--- src/rtl/fft_demux_sched.sv ---
// fft_demux_sched: sample-stream scheduler for the 1xN FFT input demux.
// Accepts a valid/ready sample stream, registers each accepted beat onto the
// demux with a lane select, and hands a full group of N lanes to the FFT
// engine through a grp_valid/grp_ack handshake. Groups are counted per frame
// and frame boundaries are flagged with one-cycle pulses.
//
// Optional feature macro: FFT_DEMUX_BITREV_EN
//   defined   -> dmx_sel is the bit-reverse of the lane counter
//   undefined -> dmx_sel is the lane counter (natural order)
module fft_demux_sched #(
    parameter int DATA_WIDTH   = 8,
    parameter int SEL_WIDTH    = 4,
    parameter int FRAME_GROUPS = 128
) (
    input  logic                            clk,
    input  logic                            rst_n,
    input  logic                            s_valid,
    output logic                            s_ready,
    input  logic [DATA_WIDTH-1:0]           s_data,
    input  logic                            sw_clear,
    output logic                            dmx_valid,
    output logic [SEL_WIDTH-1:0]            dmx_sel,
    output logic [DATA_WIDTH-1:0]           dmx_data,
    output logic                            grp_valid,
    input  logic                            grp_ack,
    output logic [$clog2(FRAME_GROUPS)-1:0] grp_index,
    output logic                            frame_start,
    output logic                            frame_done,
    output logic                            busy
);

    localparam int GRP_WIDTH = $clog2(FRAME_GROUPS);
    localparam logic [SEL_WIDTH-1:0] LANE_LAST = '1;
    localparam logic [GRP_WIDTH-1:0] GRP_LAST  = GRP_WIDTH'(FRAME_GROUPS - 1);

    typedef enum logic [1:0] {
        ST_IDLE,
        ST_FILL,
        ST_SETTLE,
        ST_WAIT_ACK
    } state_t;

    state_t                  r_state;
    state_t                  w_state_nxt;
    logic [SEL_WIDTH-1:0]    r_lane_cnt;
    logic [GRP_WIDTH-1:0]    r_grp_cnt;
    logic                    r_dmx_valid;
    logic [SEL_WIDTH-1:0]    r_dmx_sel;
    logic [DATA_WIDTH-1:0]   r_dmx_data;
    logic                    r_frame_start;
    logic                    r_frame_done;

    logic                    w_ready;
    logic                    w_accept;
    logic                    w_grp_take;
    logic                    w_lane_last;
    logic [SEL_WIDTH-1:0]    w_sel;

    // Reverse the bit order of a lane number over SEL_WIDTH bits.
    function automatic logic [SEL_WIDTH-1:0] bitrev(input logic [SEL_WIDTH-1:0] v);
        logic [SEL_WIDTH-1:0] r;
        for (int i = 0; i < SEL_WIDTH; i++) begin
            r[i] = v[SEL_WIDTH-1-i];
        end
        return r;
    endfunction

    // Ready depends on state only, so the source never sees a valid->ready loop.
    assign w_ready     = (r_state == ST_IDLE) || (r_state == ST_FILL);
    assign w_accept    = s_valid && w_ready;
    assign w_grp_take  = (r_state == ST_WAIT_ACK) && grp_ack;
    assign w_lane_last = (r_lane_cnt == LANE_LAST);

`ifdef FFT_DEMUX_BITREV_EN
    assign w_sel = bitrev(r_lane_cnt);
`else
    assign w_sel = r_lane_cnt;
`endif

    // Next-state decode; sw_clear overrides every other transition.
    always_comb begin
        // NOTE: default first so every path assigns w_state_nxt and no latch is inferred.
        w_state_nxt = r_state;
        case (r_state)
            ST_IDLE, ST_FILL: begin
                if (w_accept) begin
                    w_state_nxt = w_lane_last ? ST_SETTLE : ST_FILL;
                end
            end
            ST_SETTLE:   w_state_nxt = ST_WAIT_ACK;
            ST_WAIT_ACK: begin
                if (grp_ack) begin
                    w_state_nxt = ST_IDLE;
                end
            end
            default:     w_state_nxt = ST_IDLE;
        endcase
        if (sw_clear) begin
            w_state_nxt = ST_IDLE;
        end
    end

    // State register.
    always_ff @(posedge clk or negedge rst_n) begin
        // NOTE: sequential state uses non-blocking assignments so all flops update together.
        if (!rst_n) begin
            r_state <= ST_IDLE;
        end else begin
            r_state <= w_state_nxt;
        end
    end

    // Lane and group counters; both wrap naturally at their terminal counts.
    always_ff @(posedge clk or negedge rst_n) begin
        if (!rst_n) begin
            r_lane_cnt <= '0;
            r_grp_cnt  <= '0;
        end else if (sw_clear) begin
            r_lane_cnt <= '0;
            r_grp_cnt  <= '0;
        end else begin
            if (w_accept) begin
                r_lane_cnt <= r_lane_cnt + 1'b1;
            end
            if (w_grp_take) begin
                r_grp_cnt <= (r_grp_cnt == GRP_LAST) ? '0 : r_grp_cnt + 1'b1;
            end
        end
    end

    // Registered demux drive and frame pulses; data/sel hold between beats.
    always_ff @(posedge clk or negedge rst_n) begin
        if (!rst_n) begin
            r_dmx_valid   <= 1'b0;
            r_dmx_sel     <= '0;
            r_dmx_data    <= '0;
            r_frame_start <= 1'b0;
            r_frame_done  <= 1'b0;
        end else if (sw_clear) begin
            r_dmx_valid   <= 1'b0;
            r_dmx_sel     <= '0;
            r_dmx_data    <= '0;
            r_frame_start <= 1'b0;
            r_frame_done  <= 1'b0;
        end else begin
            r_dmx_valid   <= w_accept;
            r_frame_start <= w_accept && (r_lane_cnt == '0) && (r_grp_cnt == '0);
            r_frame_done  <= w_grp_take && (r_grp_cnt == GRP_LAST);
            if (w_accept) begin
                r_dmx_sel  <= w_sel;
                r_dmx_data <= s_data;
            end
        end
    end

    assign s_ready     = w_ready;
    assign grp_valid   = (r_state == ST_WAIT_ACK);
    assign busy        = (r_state != ST_IDLE);
    assign grp_index   = r_grp_cnt;
    assign dmx_valid   = r_dmx_valid;
    assign dmx_sel     = r_dmx_sel;
    assign dmx_data    = r_dmx_data;
    assign frame_start = r_frame_start;
    assign frame_done  = r_frame_done;

endmodule
--- config.mk ---
export PLATFORM = sky130hd
export DESIGN_NAME = fft_demux_sched
export DESIGN_NICKNAME = d
export VERILOG_FILES = /design/src/rtl/fft_demux_sched.sv
export SDC_FILE = /design/constraint.sdc
export NUM_CORES = 1
export LEC_CHECK = 0
export ABC_CLOCK_PERIOD_IN_PS = 3800
export BUFFER_PORTS_ARGS = -buffer_cell sky130_fd_sc_hd__buf_4
export CAP_MARGIN = 30
export CELL_PAD_IN_SITES_DETAIL_PLACEMENT = 0
export CELL_PAD_IN_SITES_GLOBAL_PLACEMENT = 1
export CORE_MARGIN = 3
export CORE_UTILIZATION = 40
export DETAILED_ROUTE_END_ITERATION = 6
export GPL_ROUTABILITY_DRIVEN = 1
export HOLD_SLACK_MARGIN = 0.1
export PLACE_DENSITY = 0.8
export SETUP_SLACK_MARGIN = 0.5
export SLEW_MARGIN = 20
export SYNTH_ARGS = -nofsm -noshare
export SYNTH_HDL_FRONTEND = slang
export SYNTH_SLANG_ARGS = --single-unit
--- constraint.sdc ---
create_clock -name clk -period 3.8 [get_ports clk]
set_input_delay 0.38 -clock clk [delete_from_list [all_inputs] [get_ports clk]]
set_output_delay 0.38 -clock clk [all_outputs]
set_load 0.005 [all_outputs]
==> results.json, run 1 <==
{
  "nFillCells": 303,
  "fmaxAchievable_mhz": 594,
  "setup-tns-final_ns": 0,
  "synthCells": 141,
  "cts-root-buf": "clkbuf_4",
  "p_seq_frac": 0.558,
  "tritoncts": "done",
  "synth_top_area_cell": "dfrtp_1",
  "slew_violations": 0,
  "post-route-min-period_ns": 1.68,
  "numCtsBuffers": 3,
  "yosysWarnings": 0,
  "drc": 0,
  "fp.dieW_um": 63.3,
  "global_route.usage.total": 0.150,
  "p_int_w": 0.000447,
  "crit_type": "register to register",
  "path_clk_slew_ns": 0.14,
  "num_rows": 20,
  "hold_viol": 0,
  "synth_edf_count": 0,
  "numClockSinks": 28,
  "ys_ff_latch": 28,
  "leakagePower_nw": 0.784,
  "final_common_cell": "buf_4",
  "clock_latency_ns": 0.32,
  "fin_crit_sh": 0.443,
  "grt_pass1_wl_um": 4860,
  "final-setup-viol-count": 0,
  "regArea_um2": 701,
  "antenna_found_initial": 0,
  "switching_share": 0.222,
  "synth_area_um2": 1320,
  "power.net_switching_w": 0.000127,
  "clockBufferDepth": 2,
  "overflow": 0,
  "ir_drop_v": 0.000206,
  "ys.flop_type": "dfrtp_1",
  "synth_nets": 158,
  "die_area_um2": 4010,
  "drive_above_1_share": 0.266,
  "die_y_um": 63.3,
  "avgSynthCellArea_um2": 9.33,
  "final_cell_mix": "38 x buf_4, 35 x nand2_1, 28 x dfrtp_1",
  "final_core_util": 0.542,
  "dr_total_vias": 1114,
  "maxCapViolations": 0,
  "async_flop_share": 1.00,
  "arrival_ns": 1.95,
  "cts.htree.levels": 1,
  "synth_cell_types": 30,
  "area_growth_syn_to_layout_pct": 27.9,
  "synth_top_area_frac": 0.533,
  "multiInputGateArea_um2": 559,
  "skew_ns": 0.00352,
  "worstPathRequired_ns": 4.06,
  "worstSetupEndpointType": "register",
  "cp_max_fo": 19,
  "num_antenna_cells": 0,
  "pin_count": 38,
  "fin_nets": 195,
  "drt_iter0_drc": 66,
  "ys_seq_area_frac": 0.533,
  "numPortBuffers": 37,
  "finalPower_w": 0.000574,
  "initial_core_util": 0.424,
  "dr.pass1.iters": 4,
  "fin_ws_ns": 2.12,
  "start_kind": "register",
  "rsz0062_at_grt": "false",
  "status": "complete, no violations",
  "yosys-top-cells-area": "dfrtp_1 53%, nand2_1 10%, a21oi_1 7.6%",
  "viasPerCell": 5.04,
  "p_per_area_nw_per_um2": 341,
  "hp-class": "primary input to register",
  "pwr-share-comb": 0.110,
  "tightest_slew_ns": 0.679,
  "slew_headroom": 0.548,
  "wl_per_cell_um": 13.0,
  "post_cts_resize_count": 0,
  "core_area_um2": 3100,
  "grt_start_max_net_pins": 29,
  "place_hpwl_um": 1990,
  "wirelength_um": 2870,
  "postRouteAntennaNets": 0,
  "grt_pass1_vias": 1039,
  "post-place-ws_ns": 2.13,
  "clockPowerShare": 0.332,
  "globalplace.congestion": 0.786
}
## final timing paths
| kind | from | endpoint | slack (ns) | cells past startpoint |
|---|---|---|---|---|
| worst min-delay path | s_data[2] | dmx_data[2] | 0.28 | 3 |
| worst max register to register | r_state[1] | r_lane_cnt[3] | 2.12 | 3 |
| max in group asynchronous | rst_n | grp_index[2] | 3.04 | 2 |
| worst min register to register | dmx_data[2] | dmx_data[2] | 0.54 | 2 |
| min in group asynchronous | rst_n | r_lane_cnt[2] | 0.50 | 2 |
| worst max-delay path | r_state[1] | r_lane_cnt[3] | 2.12 | 3 |
## metal layers
metal	share of wire	track usage	vias to the layer above
met4	0.0066	0.0566	0
li1	-	-	559
met2	0.47	0.229	28
met5	0	0	-
met3	0.073	0.0357	2
met1	0.45	0.206	525
## final cells by class
class	instances	area share
Clock buffer	3	0.0134
Clock inverter	1	0.0179
Inverter	5	0.0112
Multi-Input combinational cell	101	0.333
Sequential cell	28	0.417
Tap cell	44	0.0327
Timing Repair Buffer	39	0.176
## Yosys cell counts, types with 3 or more instances
cell / n
o21ai_0: 3
nand2_1: 35
dfrtp_1: 28
a21oi_1: 20
nand3_1: 4
ha_1: 4
nor2_1: 3
nand4_1: 3
or3_1: 5
inv_1: 5
o211ai_1: 4
## flip-flops by register name (all words and copies together) (netlist names)
signal and count:
frame_start 1, dmx_data 8, r_state 2, r_lane_cnt 4, dmx_sel 4, frame_done 1
grp_index 7, dmx_valid 1
## cell families after synthesis
logic type               count (synthesis)  synth area share
AND/OR/NAND/NOR                         64             0.244
buffers and inverters                   12            0.0419
adder cells (fa/ha/maj)                  4            0.0381
flip-flops                              28             0.533
XOR/XNOR                                 2            0.0133
AO/OA/AOI/OAI                           31             0.130
## metrics by stage
stage	std cells	instance area (µm²)	hold WS, ns
global route	221	1680	0.254
finish	221	1680	0.279
detailed placement	215	1610	0.320
global placement	215	1610	0.319
CTS	220	1670	0.264
floorplan	141	1320	0.0844
## critical path: stages (launching register included)
cell and delay [ns]:
dfrtp_1 0.51, nand2b_1 0.50, or3_1 0.48, a21oi_1 0.14
## power by group through the flow
| stage | Sequential, W | Combinational [W] | Clock [W] |
|---|---|---|---|
| 4_1_cts | 0.000320 | 0.0000633 | 0.000199 |
| 3_5_place_dp | 0.000326 | 0.0000624 | 0 |
| 5_1_grt | 0.000322 | 0.0000715 | 0.000213 |
| 2_1_floorplan | 0.000325 | 0.0000266 | 0 |
| 3_3_place_gp | 0.000325 | 0.0000613 | 0 |
| 6_report | 0.000320 | 0.0000629 | 0.000191 |
## what timing repair did
action | in CTS | in global routing
hold endpoints to repair | 28 | 0
setup endpoints to repair | 0 | 0
hold buffers | 1 | 0
setup buffers | 0 | 0
No activity file was read; power rests on OpenSTA's default activity.
==> run 2: changes to the inputs <==
ABC_AREA = 1   (was default)
ABC_CLOCK_PERIOD_IN_PS = 1700   (was 3800)
CORE_UTILIZATION = 37   (was 40)
PLACE_DENSITY = 0.76   (was 0.8)
clock period = 1.7 ns   (was 3.8 ns; I/O delays follow)
==> run 2 against run 1 <==
  * Power increased by 110%
  * Sequential share of layout area down 6.3 points
  * Critical path depth is 1 lower
  * Clock skew increased by 0.0057 ns
  * Synthesized cell count grew 8.5%
  * Routed wire length up 18%
  * Via count is 10% higher
  * Design area increased by 18%
  * Flip-flop and latch count unchanged
  * Cell count grew 17%
  * Area after synthesis up 0.48%
  * Largest power group unchanged
  * Highest routed layer unchanged
==> results.json, run 2 <==
{
  "worstSetupEndpointType": "output port",
  "synth_top_area_frac": 0.530,
  "die_y_um": 65.8,
  "regToRegSetupSlack_ns": 0.41,
  "yosys-top-cells-area": "dfrtp_1 53%, nand2_1 12%, nand3_1 6.4%",
  "start_kind": "register",
  "numClockSinks": 28,
  "grt_pass1_vias": 1280,
  "numPortBuffers": 37,
  "fp.dieW_um": 65.8,
  "rsz0062_at_grt": "true",
  "clock_latency_ns": 0.32,
  "num_rows": 21,
  "nFillCells": 302,
  "avgSynthCellArea_um2": 8.64,
  "overflow": 0,
  "worstPathRequired_ns": 1.53,
  "area_growth_syn_to_layout_pct": 50.7,
  "dr_total_vias": 1229,
  "ys_seq_area_frac": 0.530,
  "dr.pass1.iters": 4,
  "slew_headroom": 0.698,
  "synth_compound_area_frac": 0.0653,
  "antenna_found_initial": 0,
  "regArea_um2": 704,
  "synth_common_cells": "41 x nand2_1, 28 x dfrtp_1, 18 x inv_1",
  "synth_nets": 170,
  "place_hpwl_um": 2240,
  "wirelength_um": 3400,
  "hold_viol": 0,
  "wl_per_cell_um": 13.2,
  "final_cell_mix": "43 x buf_4, 31 x nand2_1, 25 x dfrtp_1",
  "tritoncts": "done",
  "crit_type": "register to output port",
  "synth_edf_count": 0,
  "final_core_util": 0.587,
  "cts-root-buf": "clkbuf_4",
  "globalplace.congestion": 0.910,
  "synthAdderAreaFrac": 0.0379,
  "slew_violations": 0,
  "setup-tns-final_ns": 0,
  "skew_ns": 0.00924,
  "fmaxAchievable_mhz": 766,
  "synth_xor_xnor_area_share": 0.0133,
  "p_per_area_nw_per_um2": 619,
  "maxCapViolations": 0,
  "cts.htree.levels": 1,
  "fin_crit_sh": 0.768,
  "use_met1": 0.215,
  "synth_area_um2": 1320,
  "grt_start_max_net_pins": 29,
  "largest_register_ffs": 8,
  "die_area_um2": 4320,
  "ir_drop_v": 0.000450,
  "path_clk_slew_ns": 0.14,
  "synthMuxAreaShare": 0,
  "drive_above_1_share": 0.396,
  "synth_top_area_cell": "dfrtp_1",
  "synth_top_family_by_area": "simple AND/OR/NAND/NOR gates",
  "tightest_slew_ns": 0.452,
  "drc": 0,
  "num_antenna_cells": 0,
  "initial_core_util": 0.390,
  "viasPerCell": 4.76,
  "final-setup-viol-count": 0,
  "grtUsageMet2": 0.287,
  "ys_ff_latch": 28,
  "core_area_um2": 3390,
  "multiInputGateArea_um2": 638,
  "fin_nets": 230,
  "synth-simple-area-share": 0.278,
  "arrival_ns": 1.13,
  "ys.flop_type": "dfrtp_1",
  "final_common_cell": "buf_4",
  "global_route.usage.total": 0.169,
  "synth_most_common_cell": "nand2_1",
  "status": "complete, no violations",
  "postRouteAntennaNets": 0,
  "post-route-min-period_ns": 1.30,
  "drt_iter0_drc": 54,
  "grt_busiest_layer": "met2",
  "hp-class": "primary input to register",
  "leakagePower_nw": 1.02,
  "grt_pass1_wl_um": 5630,
  "grt_use_met3": 0.0342,
  "synthCells": 153,
  "cp_max_fo": 5,
  "yosysWarnings": 0,
  "pin_count": 38,
  "async_flop_share": 1.00,
  "clockBufferDepth": 2,
  "synth_cell_types": 22,
  "numCtsBuffers": 3
}
-- run 2: final timing paths --
kind | to | start | cells past startpoint
min in group asynchronous | dmx_data[6] | rst_n | 2
setup reg to reg | grp_index[5] | grp_index[0] | 8
setup / recovery | busy | r_state[1] | 2
hold reg to reg | dmx_data[3] | dmx_data[3] | 2
hold / removal | r_state[1] | grp_ack | 4
max in group asynchronous | grp_index[2] | rst_n | 2
-- run 2: metal layers --
metal / share of wire / up-vias / routed length [µm]
li1: - / 605 / -
met1: 0.45 / 599 / 1520
met2: 0.51 / 23 / 1740
met3: 0.040 / 2 / 136
met4: 0.0044 / 0 / 15
met5: 0 / - / 0
-- run 2: final cells by class --
class,instances,area share
tap,46,0.0289
inverter,20,0.0377
timing repair buffer,58,0.241
multi-input combinational,102,0.321
sequential,28,0.354
clock buffer,4,0.0182
-- run 2: cells by family (layout without fill, tap and decap cells) --
logic type / count (synthesis) / in the layout
simple gates: 80 / 80
flops: 28 / 28
buf+inv: 23 / 82
compound gates: 16 / 16
fa+ha+maj: 4 / 4
xor+xnor: 2 / 2
-- run 2: through the flow --
stage               power [W]  hold WS, ns  worst slack (ns)  instances  area, µm²
finish                0.00123        0.159             0.395        258       1990
global placement     0.000866        0.106             0.303        234       1640
CTS                   0.00123        0.132             0.375        257       1900
floorplan            0.000784       -0.126             0.512        153       1320
global route          0.00129        0.145             0.343        258       1990
detailed placement   0.000869        0.109             0.273        234       1640
-- run 2: repair_timing --
| action | 4_1_cts | 5_1_grt |
|---|---|---|
| pin swaps | 7 | 11 |
| setup endpoints to repair | 26 | 30 |
| endpoints found under the hold margin | 38 | 0 |
| hold buffers | 10 | 0 |
| gates resized for setup | 16 | 27 |
| setup buffers | 9 | 1 |
-- run 2: worst max-delay path, cell delays in order (launching register included) --
cell     delay, ns
dfrtp_2       0.47
or2_4         0.24
buf_6         0.11
-- run 2: report_power, final --
part | total [W] | switching, W | internal [W]
clock network | 0.000320 | 0.000189 | 0.000131
registers | 0.000705 | 0.0000150 | 0.000690
logic | 0.000209 | 0.000106 | 0.000103
